**src/rtl/muldiv_unit.sv**
```systemverilog
// ============================================================================
// Module   : muldiv_unit
// Purpose  : Iterative unsigned multiply (radix-2 shift-add) and divide
//            (radix-2 restoring) unit with a start/busy/done handshake.
// Revision : 1.0  initial release
// ============================================================================
`default_nettype none

module muldiv_unit #(
   parameter int WIDTH  = 64,
   parameter int OP_DIV = 16,
   parameter int OP_MUL = 17
) (
   input  logic             clock,
   input  logic             reset,
   input  logic             start,
   input  logic [5:0]       instr,
   input  logic [WIDTH-1:0] A,
   input  logic [WIDTH-1:0] B,
   output logic             busy,
   output logic             done,
   output logic [WIDTH-1:0] C,
   output logic [WIDTH-1:0] rem,
   output logic             divzero
);

   localparam int c_CNT_W = (WIDTH > 2) ? $clog2(WIDTH) : 1;

   typedef enum logic [1:0] {
      S_IDLE = 2'd0,
      S_RUN  = 2'd1,
      S_DONE = 2'd2
   } state_t;

   state_t               r_state;
   state_t               w_state_nxt;
   logic [2*WIDTH-1:0]   r_acc;
   logic [WIDTH-1:0]     r_opnd;
   logic                 r_op_div;
   logic [c_CNT_W-1:0]   r_cnt;

   logic                 w_is_div;
   logic                 w_is_mul;
   logic                 w_load;
   logic                 w_dz;
   logic                 w_finish;
   logic [WIDTH:0]       w_sum;
   logic [WIDTH:0]       w_rem_sh;
   logic [WIDTH:0]       w_trial;
   logic [2*WIDTH-1:0]   w_acc_mul;
   logic [2*WIDTH-1:0]   w_acc_div;
   logic [2*WIDTH-1:0]   w_acc_nxt;

   assign w_is_div = (instr == 6'(OP_DIV));
   assign w_is_mul = (instr == 6'(OP_MUL));

   // Multiply: r_acc = {partial product high, multiplier shifting out at bit 0}
   assign w_sum     = {1'b0, r_acc[2*WIDTH-1:WIDTH]} + {1'b0, r_opnd};
   assign w_acc_mul = r_acc[0] ? {w_sum, r_acc[WIDTH-1:1]}
                               : {1'b0, r_acc[2*WIDTH-1:1]};

   // Divide: r_acc = {partial remainder, dividend shifting out / quotient in}
   assign w_rem_sh  = {r_acc[2*WIDTH-1:WIDTH], r_acc[WIDTH-1]};
   assign w_trial   = w_rem_sh - {1'b0, r_opnd};
   assign w_acc_div = w_trial[WIDTH]
                    ? {w_rem_sh[WIDTH-1:0], r_acc[WIDTH-2:0], 1'b0}
                    : {w_trial[WIDTH-1:0],  r_acc[WIDTH-2:0], 1'b1};

   assign w_acc_nxt = r_op_div ? w_acc_div : w_acc_mul;

   always_ff @(posedge clock) begin
      if (reset) begin
         r_state <= S_IDLE;
      end else begin
         r_state <= w_state_nxt;
      end
   end

   always_comb begin
      w_state_nxt = r_state;
      w_load      = 1'b0;
      w_dz        = 1'b0;
      w_finish    = 1'b0;
      busy        = 1'b0;
      done        = 1'b0;
      case (r_state)
         S_IDLE: begin
            if (start && w_is_div && (B == '0)) begin
               w_dz        = 1'b1;
               w_state_nxt = S_DONE;
            end else if (start && (w_is_div || w_is_mul)) begin
               w_load      = 1'b1;
               w_state_nxt = S_RUN;
            end
         end
         S_RUN: begin
            busy = 1'b1;
            if (r_cnt == '0) begin
               w_finish    = 1'b1;
               w_state_nxt = S_DONE;
            end
         end
         S_DONE: begin
            busy        = 1'b1;
            done        = 1'b1;
            w_state_nxt = S_IDLE;
         end
         default: begin
            w_state_nxt = S_IDLE;
         end
      endcase
   end

   always_ff @(posedge clock) begin
      if (reset) begin
         r_acc    <= '0;
         r_opnd   <= '0;
         r_op_div <= 1'b0;
         r_cnt    <= '0;
         C        <= '0;
         rem      <= '0;
         divzero  <= 1'b0;
      end else if (w_load) begin
         r_acc    <= {{WIDTH{1'b0}}, (w_is_div ? A : B)};
         r_opnd   <= w_is_div ? B : A;
         r_op_div <= w_is_div;
         r_cnt    <= c_CNT_W'(WIDTH - 1);
         divzero  <= 1'b0;
      end else if (w_dz) begin
         C        <= '1;
         rem      <= A;
         divzero  <= 1'b1;
      end else if (r_state == S_RUN) begin
         r_acc <= w_acc_nxt;
         r_cnt <= r_cnt - c_CNT_W'(1);
         if (w_finish) begin
            C   <= w_acc_nxt[WIDTH-1:0];
            rem <= w_acc_nxt[2*WIDTH-1:WIDTH];
         end
      end
   end

endmodule

`default_nettype wire

```
**config.mk**
```make
export PLATFORM = sky130hd
export DESIGN_NAME = muldiv_unit
export DESIGN_NICKNAME = d
export VERILOG_FILES = /design/src/rtl/muldiv_unit.sv
export SDC_FILE = /design/constraint.sdc
export NUM_CORES = 1
export LEC_CHECK = 0
export CORE_ASPECT_RATIO = 0.75
export CORE_MARGIN = 5
export CORE_UTILIZATION = 50
export DETAILED_ROUTE_END_ITERATION = 6
export HOLD_SLACK_MARGIN = 0.02
export PLACE_DENSITY = 0.72
export SYNTH_ARGS = -nofsm -noshare
export SYNTH_HDL_FRONTEND = slang
export SYNTH_SLANG_ARGS = --single-unit
```
**constraint.sdc**
```tcl
create_clock -name clock -period 8.5 [get_ports clock]
set_input_delay 1.275 -clock clock [delete_from_list [all_inputs] [get_ports clock]]
set_output_delay 1.275 -clock clock [all_outputs]
set_load 0.01 [all_outputs]
```
=== Word-level counts from Yosys, hierarchy flattened ===
Index checks and enable logic that the tools add are counted.

* Bits in latches: 0
* Bits in writable memories: 0
* Input bits: 137
* ROM bits: 0
* Output and inout bits: 131
* Memories kept: 0
* Bits in registers: 330

* Reduce and logical (&&, ||, !) cells: 16
* Equal/unequal tests: 7
* Multiplexer cells: 30
* $mul: 0
* Shifts and indexed selects: 0
* Div/mod/pow operators: 0
* $add $sub $neg: 3
* Magnitude comparators: 0
* Bitwise logic cells: 2

{| class="wikitable"
|+ Operators by type and width
! operator !! count
|-
| $mux W64 || 11
|-
| $mux W128 || 3
|-
| $add A64 B64 Y65 || 1
|-
| $sub A65 B64 Y65 || 1
|-
| $logic_not A64 Y1 || 1
|-
| $mux W6 || 3
|-
| $eq A6 B5 Y1 const B || 2
|-
| $mux W1 || 9
|-
| $logic_not A6 Y1 || 1
|-
| $mux W2 || 3
|-
| $reduce_and A2 Y1 || 3
|-
| $reduce_bool A2 Y1 || 3
|-
| $sub A6 B1 Y6 const B || 1
|-
| $ne A2 B2 Y1 const B || 2
|-
| $pmux W2 S2 || 1
|-
| $reduce_or A2 Y1 || 2
|-
| $logic_and A1 B1 Y1 || 3
|-
| $ne A3 B3 Y1 const B || 1
|-
| $reduce_and A3 Y1 || 1
|-
| $eq A2 B1 Y1 const B || 1
|-
| $eq A2 B2 Y1 const B || 1
|-
| $logic_not A2 Y1 || 1
|-
| $not A1 Y1 || 2
|-
| $logic_or A1 B1 Y1 || 1
|}

=== Longest topological paths before layout ===
Gate-level depths: netlist of the first run.

* Depth in word-level cells: 8
* Gate-level depth with buffers: 17

=== Worst setup path before layout of the first run ===
Ideal clock, no wire load.

* Path type: in2reg
* Start point: input instr[1]
* End point: register rem[32]
* Path slack: 4.927 ns
* Required time: 8.429 ns
* Buffers on the path: 2
* Arrival time: 3.502 ns
* Cell stages on the path: 12
* Library setup time: 0.071 ns
* Cell sequence: nor4b_2 -> nand3_1 -> nor4_1 -> nand4_1 -> nor2_1 -> a21oi_1 -> or2_2 -> clkbuf_1 -> nor2_1 -> buf_2 -> nand2_1 -> a21oi_1

* Word-level cells in the longest chain between the ends: 8
* Elaborated cells on any way between the ends: 16
* Classes of those cells: eq/ne (2); mux (6); bitwise (1); reduce/logical (7)

{| class="wikitable"
|+ RTL lines
! what !! line !! RTL
|-
| start, declared || 17 || <nowiki>input logic [5:0] instr,</nowiki>
|-
| $eq A6 B5 Y1 (on tied branches) || 54, 55 ||
|-
| $logic_or A1 B1 Y1 || 91 || <nowiki>end else if (start && (w_is_div || w_is_mul)) begin</nowiki>
|-
| $logic_and A1 B1 Y1 || 91 ||
|-
| $mux W1 || 91 ||
|-
| $mux W1 || 88 || <nowiki>if (start && w_is_div && (B == '0)) begin</nowiki>
|-
| $mux W1 || 86 || <nowiki>case (r_state)</nowiki>
|-
| $not A1 Y1 (no source line) || - ||
|-
| $reduce_and A3 Y1 (no source line) || - ||
|-
| end signal, assigned || 138 || <nowiki>rem <= w_acc_nxt[2*WIDTH-1:WIDTH];</nowiki>
|-
| end, declared || 23 || <nowiki>output logic [WIDTH-1:0] rem,</nowiki>
|}

Parallel ways exist; a longest one is shown, timed or not.
A chain may end at the register's enable or synchronous reset.

=== Final worst setup path of the first run ===
* Start point: input instr[1]
* End point: register rem[52]

Same word-level chain as after synthesis.

==> flow_metrics.tcl, run 1 <==
set metrics [dict create \
    antenna_cells_inserted 0 \
    grt_usage_pct 33.3 \
    postSynth.topFlopCell "dfxtp_1" \
    tritoncts_num_sinks 330 \
    wire_per_inst_microns 22.6 \
    synth_enable_flop_cells 0 \
    fp.dieH_microns 204 \
    grt_start_max_net_pins 262 \
    fmax_ghz 0.176 \
    cts-htree-levels 2 \
    leakage_uw 0.0109 \
    worst_hold_path.num_cells 2 \
    timing.hold.worst.start "rem[35]" \
    cts.repair_timing.setup_buffer_count 0 \
    synth.net_count 3811 \
    synth_top_area_share_pct 26.4 \
    vias_per_cell 6.46 \
    synth_async_sr_flop_share_pct 0 \
    least_margin_pin_slew_ps 1230 \
    power.ir.vdd_worst_v 0.000129 \
    p_switching_uw 1130 \
    yosys.area.top_type "dfxtp_1" \
    clk_transition_reported_paths_ps 60 \
    switching_share_pct 29.1 \
    worst_hold_slack_ps 459 \
    ys_seq_elements 330 \
    seq_area_frac_synth_pct 26.4 \
    final_cell_mix "532 x nand2_1, 415 x nor2_1, 365 x a21oi_1, 328 x dfxtp_1, 266 x clkdlybuf4s50_1" \
    yosys_warnings 0 \
    critPathMaxFanout 96 \
    layout_worst_path_cycle_share_pct 66.8 \
    routed_wl_mm 96.6 \
    min_period_ps 5680 \
    drive_above_1_share_pct 5.11 \
    gp_congestion 1.02 \
    share_comb_of_total_power_pct 17.2 \
    io_buffer_count 267 \
    layout.nets 3862 \
    r2r.worst_path.cells 13 \
    maxSlewHeadroom_pct 18.0 \
    grt_pass1_vias 25100 \
    power_share_of_the_sequential_group_pct 40.7 \
    die_extent_in_x_microns 269 \
    hold_class "flip-flop to flip-flop" \
    pwr_density_cell_mw_per_mm2 134 \
    core-area_sq_mm 0.0498 \
    die-area_sq_mm 0.0548 \
    crit_type "input pin to flip-flop" \
    grt_setup_unrepaired "no" \
    drv_cap 0 \
    worst_setup_path_startpoint "instr[1]" \
    placementRows 71 \
    cts_resized 0 \
    synth_area_leaders "dfxtp_1 26%, nand2_1 8.0%, a21oi_1 7.3%" \
    antenna_violations_before_repair 0 \
    route.detailed.drc 2 \
    post_synth_num_cell_types 85 \
    syn_area_sq_mm 0.0251 \
    run_status "complete, but fails checks" \
    avgSynthCellArea_sq_um 7.08 \
    final_cell_count_no_fill 4274 \
    wire_length_of_the_first_global_routing_pass_mm 146 \
    detail-route-antenna-nets 0 \
    critical_path.endpoint_type "flip-flop" \
    detailed_route_via_count 27600 \
    setup_viol 0 \
    clkPwrFrac_pct 42.0 \
    setup_total_negative_slack_ps 0 \
    slew_violations 0 \
    worst-endpoint-arrival_ps 6100 \
    first_pass_iters 7 \
    worst_setup_path_start_kind "input pin" \
    layout_commonest_cell "nand2_1" \
    area_growth_from_synthesis_to_layout_pct 15.4 \
    r2r_end "r_acc[120]" \
    reg2reg_from "r_acc[63]" \
    r2r_slack_ps 3150 \
    start_util_pct 50.3 \
    synth_cells 3539 \
    clock_tree_root "clkbuf_16" \
    internal_power_uw 2740 \
    placed_cell_count 4210 \
    worstHoldEndpoint "rem[35]" \
    num_io_pins 268 \
    detailed_place_hpwl_mm 72.1 \
    clkLatencyLatePin_ps 560 \
    clock_tree_from_tritoncts "done" \
    final_hold_viol_count 0 \
    max-clock-path-buffers 3 \
    clock-skew-final_ps 20.4 \
    initialDrtViolationCount 3077 \
    grt_overflow 0 \
    cts-buffers-inserted 35 \
    required_time_at_the_worst_slack_endpoint_ps 8920 \
    cts_hold_buf 0 \
    failing_checks "DRC" \
]
-- cells in the mapped netlist, types with 65 or more instances --
| cell type | count |
|---|---|
| nand2_1 | 534 |
| nor2_1 | 418 |
| a21oi_1 | 365 |
| dfxtp_1 | 330 |
| clkbuf_1 | 226 |
| nor3_1 | 171 |
| o21ai_0 | 142 |
| ha_1 | 133 |
| a311oi_1 | 132 |
| inv_1 | 117 |
| a211oi_1 | 74 |
| mux2_2 | 65 |
-- routing by layer --
| metal | wire length [microns] | part of all wire (%) | up-vias | GRT usage, % |
|---|---|---|---|---|
| li1 | - | - | 12900 | - |
| met1 | 40800 | 42 | 12900 | 45.8 |
| met2 | 41600 | 43 | 1473 | 51.1 |
| met3 | 8650 | 9.0 | 301 | 5.55 |
| met4 | 5470 | 5.7 | 0 | 15.4 |
| met5 | 0 | 0 | - | 0 |
-- power groups by stage --
stage / sequential (uW) / clock, uW / combinational [uW]
5_1_grt: 1570 / 1700 / 700
4_1_cts: 1570 / 1630 / 648
3_3_place_gp: 1610 / 0 / 644
3_5_place_dp: 1610 / 0 / 644
2_1_floorplan: 1600 / 0 / 387
6_report: 1570 / 1620 / 665
-- state kept, by name (all words and copies together) (netlist names) --
| signal | cells |
|---|---|
| r_op_div | 1 |
| C | 64 |
| r_acc | 128 |
| rem | 64 |
| r_cnt | 6 |
| divzero | 1 |
| r_state | 2 |
| r_opnd | 64 |
-- kinds of logic after synthesis --
logic type,Yosys count,synth area share [%]
buffers and inverters,396,6.20
AND/OR/NAND/NOR,1409,24.7
adder cells (fa/ha/maj),135,6.80
flip-flops,330,26.4
XOR/XNOR,98,3.42
AO/OA/AOI/OAI,1064,27.9
multiplexers,107,4.60
-- final cells by class --
class	count	area [sq um]
fill	4718	20900
multi-input combinational	2813	17000
sequential	330	6610
timing repair buffer	292	2890
clock buffer	50	993
tap	657	822
inverter	118	443
clock inverter	14	195
-- worst max path at each step --
stage,end,slack (ps),cells past startpoint
2_1_floorplan,rem[32],4930,12
3_3_place_gp,rem[52],2430,10
3_5_place_dp,rem[52],2350,10
4_1_cts,rem[52],2910,10
5_1_grt,rem[52],2420,10
6_report,rem[52],2820,10
-- per-stage QoR --
stage / cell area (sq um) / setup WS [ps] / total power [uW] / util [%]
2_1_floorplan: 25100 / 4930 / 1990 / -
3_3_place_gp: 27700 / 2430 / 2250 / 55.6
3_5_place_dp: 27700 / 2350 / 2250 / 55.6
4_1_cts: 28900 / 2910 / 3850 / 58.0
5_1_grt: 28900 / 2420 / 3970 / 58.0
6_report: 28900 / 2820 / 3860 / 58.0
-- worst max-delay path: stages --
cell             delay (ps)
clkdlybuf4s50_1         410
nor4b_2                 500
nand3_4                 660
nor4_1                  520
nand4_1                 220
nor2_4                  160
buf_4                   420
buf_4                   880
nor2_2                  510
a2111oi_0               460
Power figures use the tool's default switching activity.
==> run 2, diff against run 1 <==
--- a/config.mk
+++ b/config.mk
@@ -10,7 +10,7 @@
 export CORE_UTILIZATION = 50
 export DETAILED_ROUTE_END_ITERATION = 6
 export HOLD_SLACK_MARGIN = 0.02
-export PLACE_DENSITY = 0.72
+export PLACE_DENSITY = 0.75
 export SYNTH_ARGS = -nofsm -noshare
 export SYNTH_HDL_FRONTEND = slang
 export SYNTH_SLANG_ARGS = --single-unit
==> constraint.sdc (replaced) <==
create_clock -name clock -period 4.7 [get_ports clock]
set_input_delay 0.705 -clock clock [delete_from_list [all_inputs] [get_ports clock]]
set_output_delay 0.705 -clock clock [all_outputs]
set_load 0.01 [all_outputs]
==> flow_metrics.tcl, run 2 (synthesis results as in run 1) <==
set metrics [dict create \
    max-clock-path-buffers 3 \
    cts-buffers-inserted 36 \
    fp.dieH_microns 204 \
    core-area_sq_mm 0.0498 \
    final_hold_viol_count 0 \
    route.detailed.drc 4 \
    critical_path.endpoint_type "flip-flop" \
    clock-skew-final_ps 29.2 \
    worst_setup_path_start_kind "flip-flop" \
    die-area_sq_mm 0.0548 \
    cts_resized 0 \
    grt_usage_pct 35.7 \
    detailed_route_via_count 28100 \
    required_time_at_the_worst_slack_endpoint_ps 5180 \
    largest_reg_flops 128 \
    min_period_ps 4470 \
    wire_per_inst_microns 23.7 \
    num_io_pins 268 \
    io_buffer_count 267 \
    placement.cell_area_sq_mm 0.0285 \
    wire_length_of_the_first_global_routing_pass_mm 154 \
    hold_class "flip-flop to flip-flop" \
    layout_worst_path_cycle_share_pct 95.0 \
    final_cell_mix "532 x nand2_1, 415 x nor2_1, 365 x a21oi_1, 328 x dfxtp_1, 266 x clkdlybuf4s50_1" \
    max_stage_delay_ps 610 \
    cts_hold_buf 0 \
    cpMaxStageDelayCell "and2_2" \
    area_growth_from_synthesis_to_layout_pct 18.3 \
    maxSlewHeadroom_pct 21.9 \
    cts.repair_timing.setup_buffer_count 0 \
    cts-htree-levels 2 \
    initialDrtViolationCount 3332 \
    clkLatencyLatePin_ps 560 \
    pwr_density_cell_mw_per_mm2 237 \
    clock_tree_root "clkbuf_16" \
    start_util_pct 50.3 \
    cp_cell_sequence "inv_1 -> ha_1 -> fa_1 -> nand2b_1 -> a211o_1 -> a21oi_1 -> o211a_1 -> o2111ai_1 -> nand4_1 -> and2_2 -> buf_4 -> nand2_1 -> a31oi_1 -> nand2_1 -> a21oi_1" \
    setup_viol 0 \
    crit_type "flip-flop to flip-flop" \
    clk_transition_reported_paths_ps 70 \
    critPathMaxFanout 19 \
    grt_setup_unrepaired "no" \
    fmax_ghz 0.224 \
    drv_cap 0 \
    placement.setup.worst_slack_ps 377 \
    timing.final.ws_setup_ps 233 \
    clock_tree_from_tritoncts "done" \
    final_area_sq_mm 0.0296 \
    power.ir.vdd_worst_v 0.000228 \
    tritoncts_num_sinks 330 \
    detail-route-antenna-nets 0 \
    layout_commonest_cell "nand2_1" \
    gp_congestion 1.07 \
    vias_per_cell 6.45 \
    layout.nets 3950 \
    antenna_violations_before_repair 4 \
    grt_pass1_vias 25600 \
    registers.top_by_ff_count "r_acc" \
    run_status "complete, but fails checks" \
    failing_checks "DRC" \
    least_margin_pin_slew_ps 1160 \
    first_pass_iters 7 \
    drive_above_1_share_pct 7.35 \
    slew_violations 0 \
    grt_overflow 0 \
    r2r_slack_ps 230 \
    grt_start_max_net_pins 160 \
    placementRows 71 \
    setup_total_negative_slack_ps 0 \
    detailed_place_hpwl_mm 78.9 \
    die_extent_in_x_microns 269 \
    worst-endpoint-arrival_ps 4950 \
    leakage_uw 0.0114 \
    routed_wl_mm 103 \
]
[run 2: changes by cell type in the layout (fill, tap and decap cells not counted), sizes merged]
cell,previous run,this run
buf,26,112
clkbuf,50,51
diode,0,1
clkinvlp,1,0
inv,119,120
bufinv,4,2
[run 2: critical path: cells and delay by family, from the launching register on]
kind	cells	cell delay (ps)
AO/OA/AOI/OAI	6	1580
buffers and inverters	2	470
adder cells (fa/ha/maj)	2	680
AND/OR/NAND/NOR	5	1280
flip-flops	1	380
[run 2: per-stage QoR]
step | instances | power (uW) | utilization [%] | hold WS, ps
floorplan | 3539 | 3600 | - | 470
global placement | 4297 | 4120 | 57.1 | 463
detailed placement | 4297 | 4120 | 57.1 | 474
CTS | 4359 | 7000 | 59.5 | 489
global route | 4359 | 7220 | 59.5 | 515
finish | 4360 | 7030 | 59.5 | 486
[run 2: where the power goes]
part / switching (uW) / internal (uW)
Clock: 1280 / 1650
Combinational: 792 / 461
Sequential: 25.1 / 2820
Total: 2100 / 4930
[run 2: path summary, 6_finish.rpt]
path                                start      end  cells after the start
worst max-delay path            r_acc[63]  rem[18]                     15
worst min-delay path              rem[35]  rem[35]                      2
worst max register to register  r_acc[63]  rem[18]                     15
worst min register to register    rem[35]  rem[35]                      2
[run 2: cell type report]
class | instances | area [sq um]
multi-input combinational | 2813 | 17000
sequential | 330 | 6610
fill | 4693 | 20200
tap | 657 | 822
clock buffer | 50 | 1020
antenna | 1 | 2.50
inverter | 118 | 443
clock inverter | 12 | 143
timing repair buffer | 379 | 3630
[run 2: routing by layer]
layer	global-route usage [%]	routed length, microns	vias to the layer above
met1	48.3	42100	13100
met3	6.60	9870	335
met5	0	34	-
met4	21.5	7880	4
li1	-	-	13100
met2	52.8	43300	1564
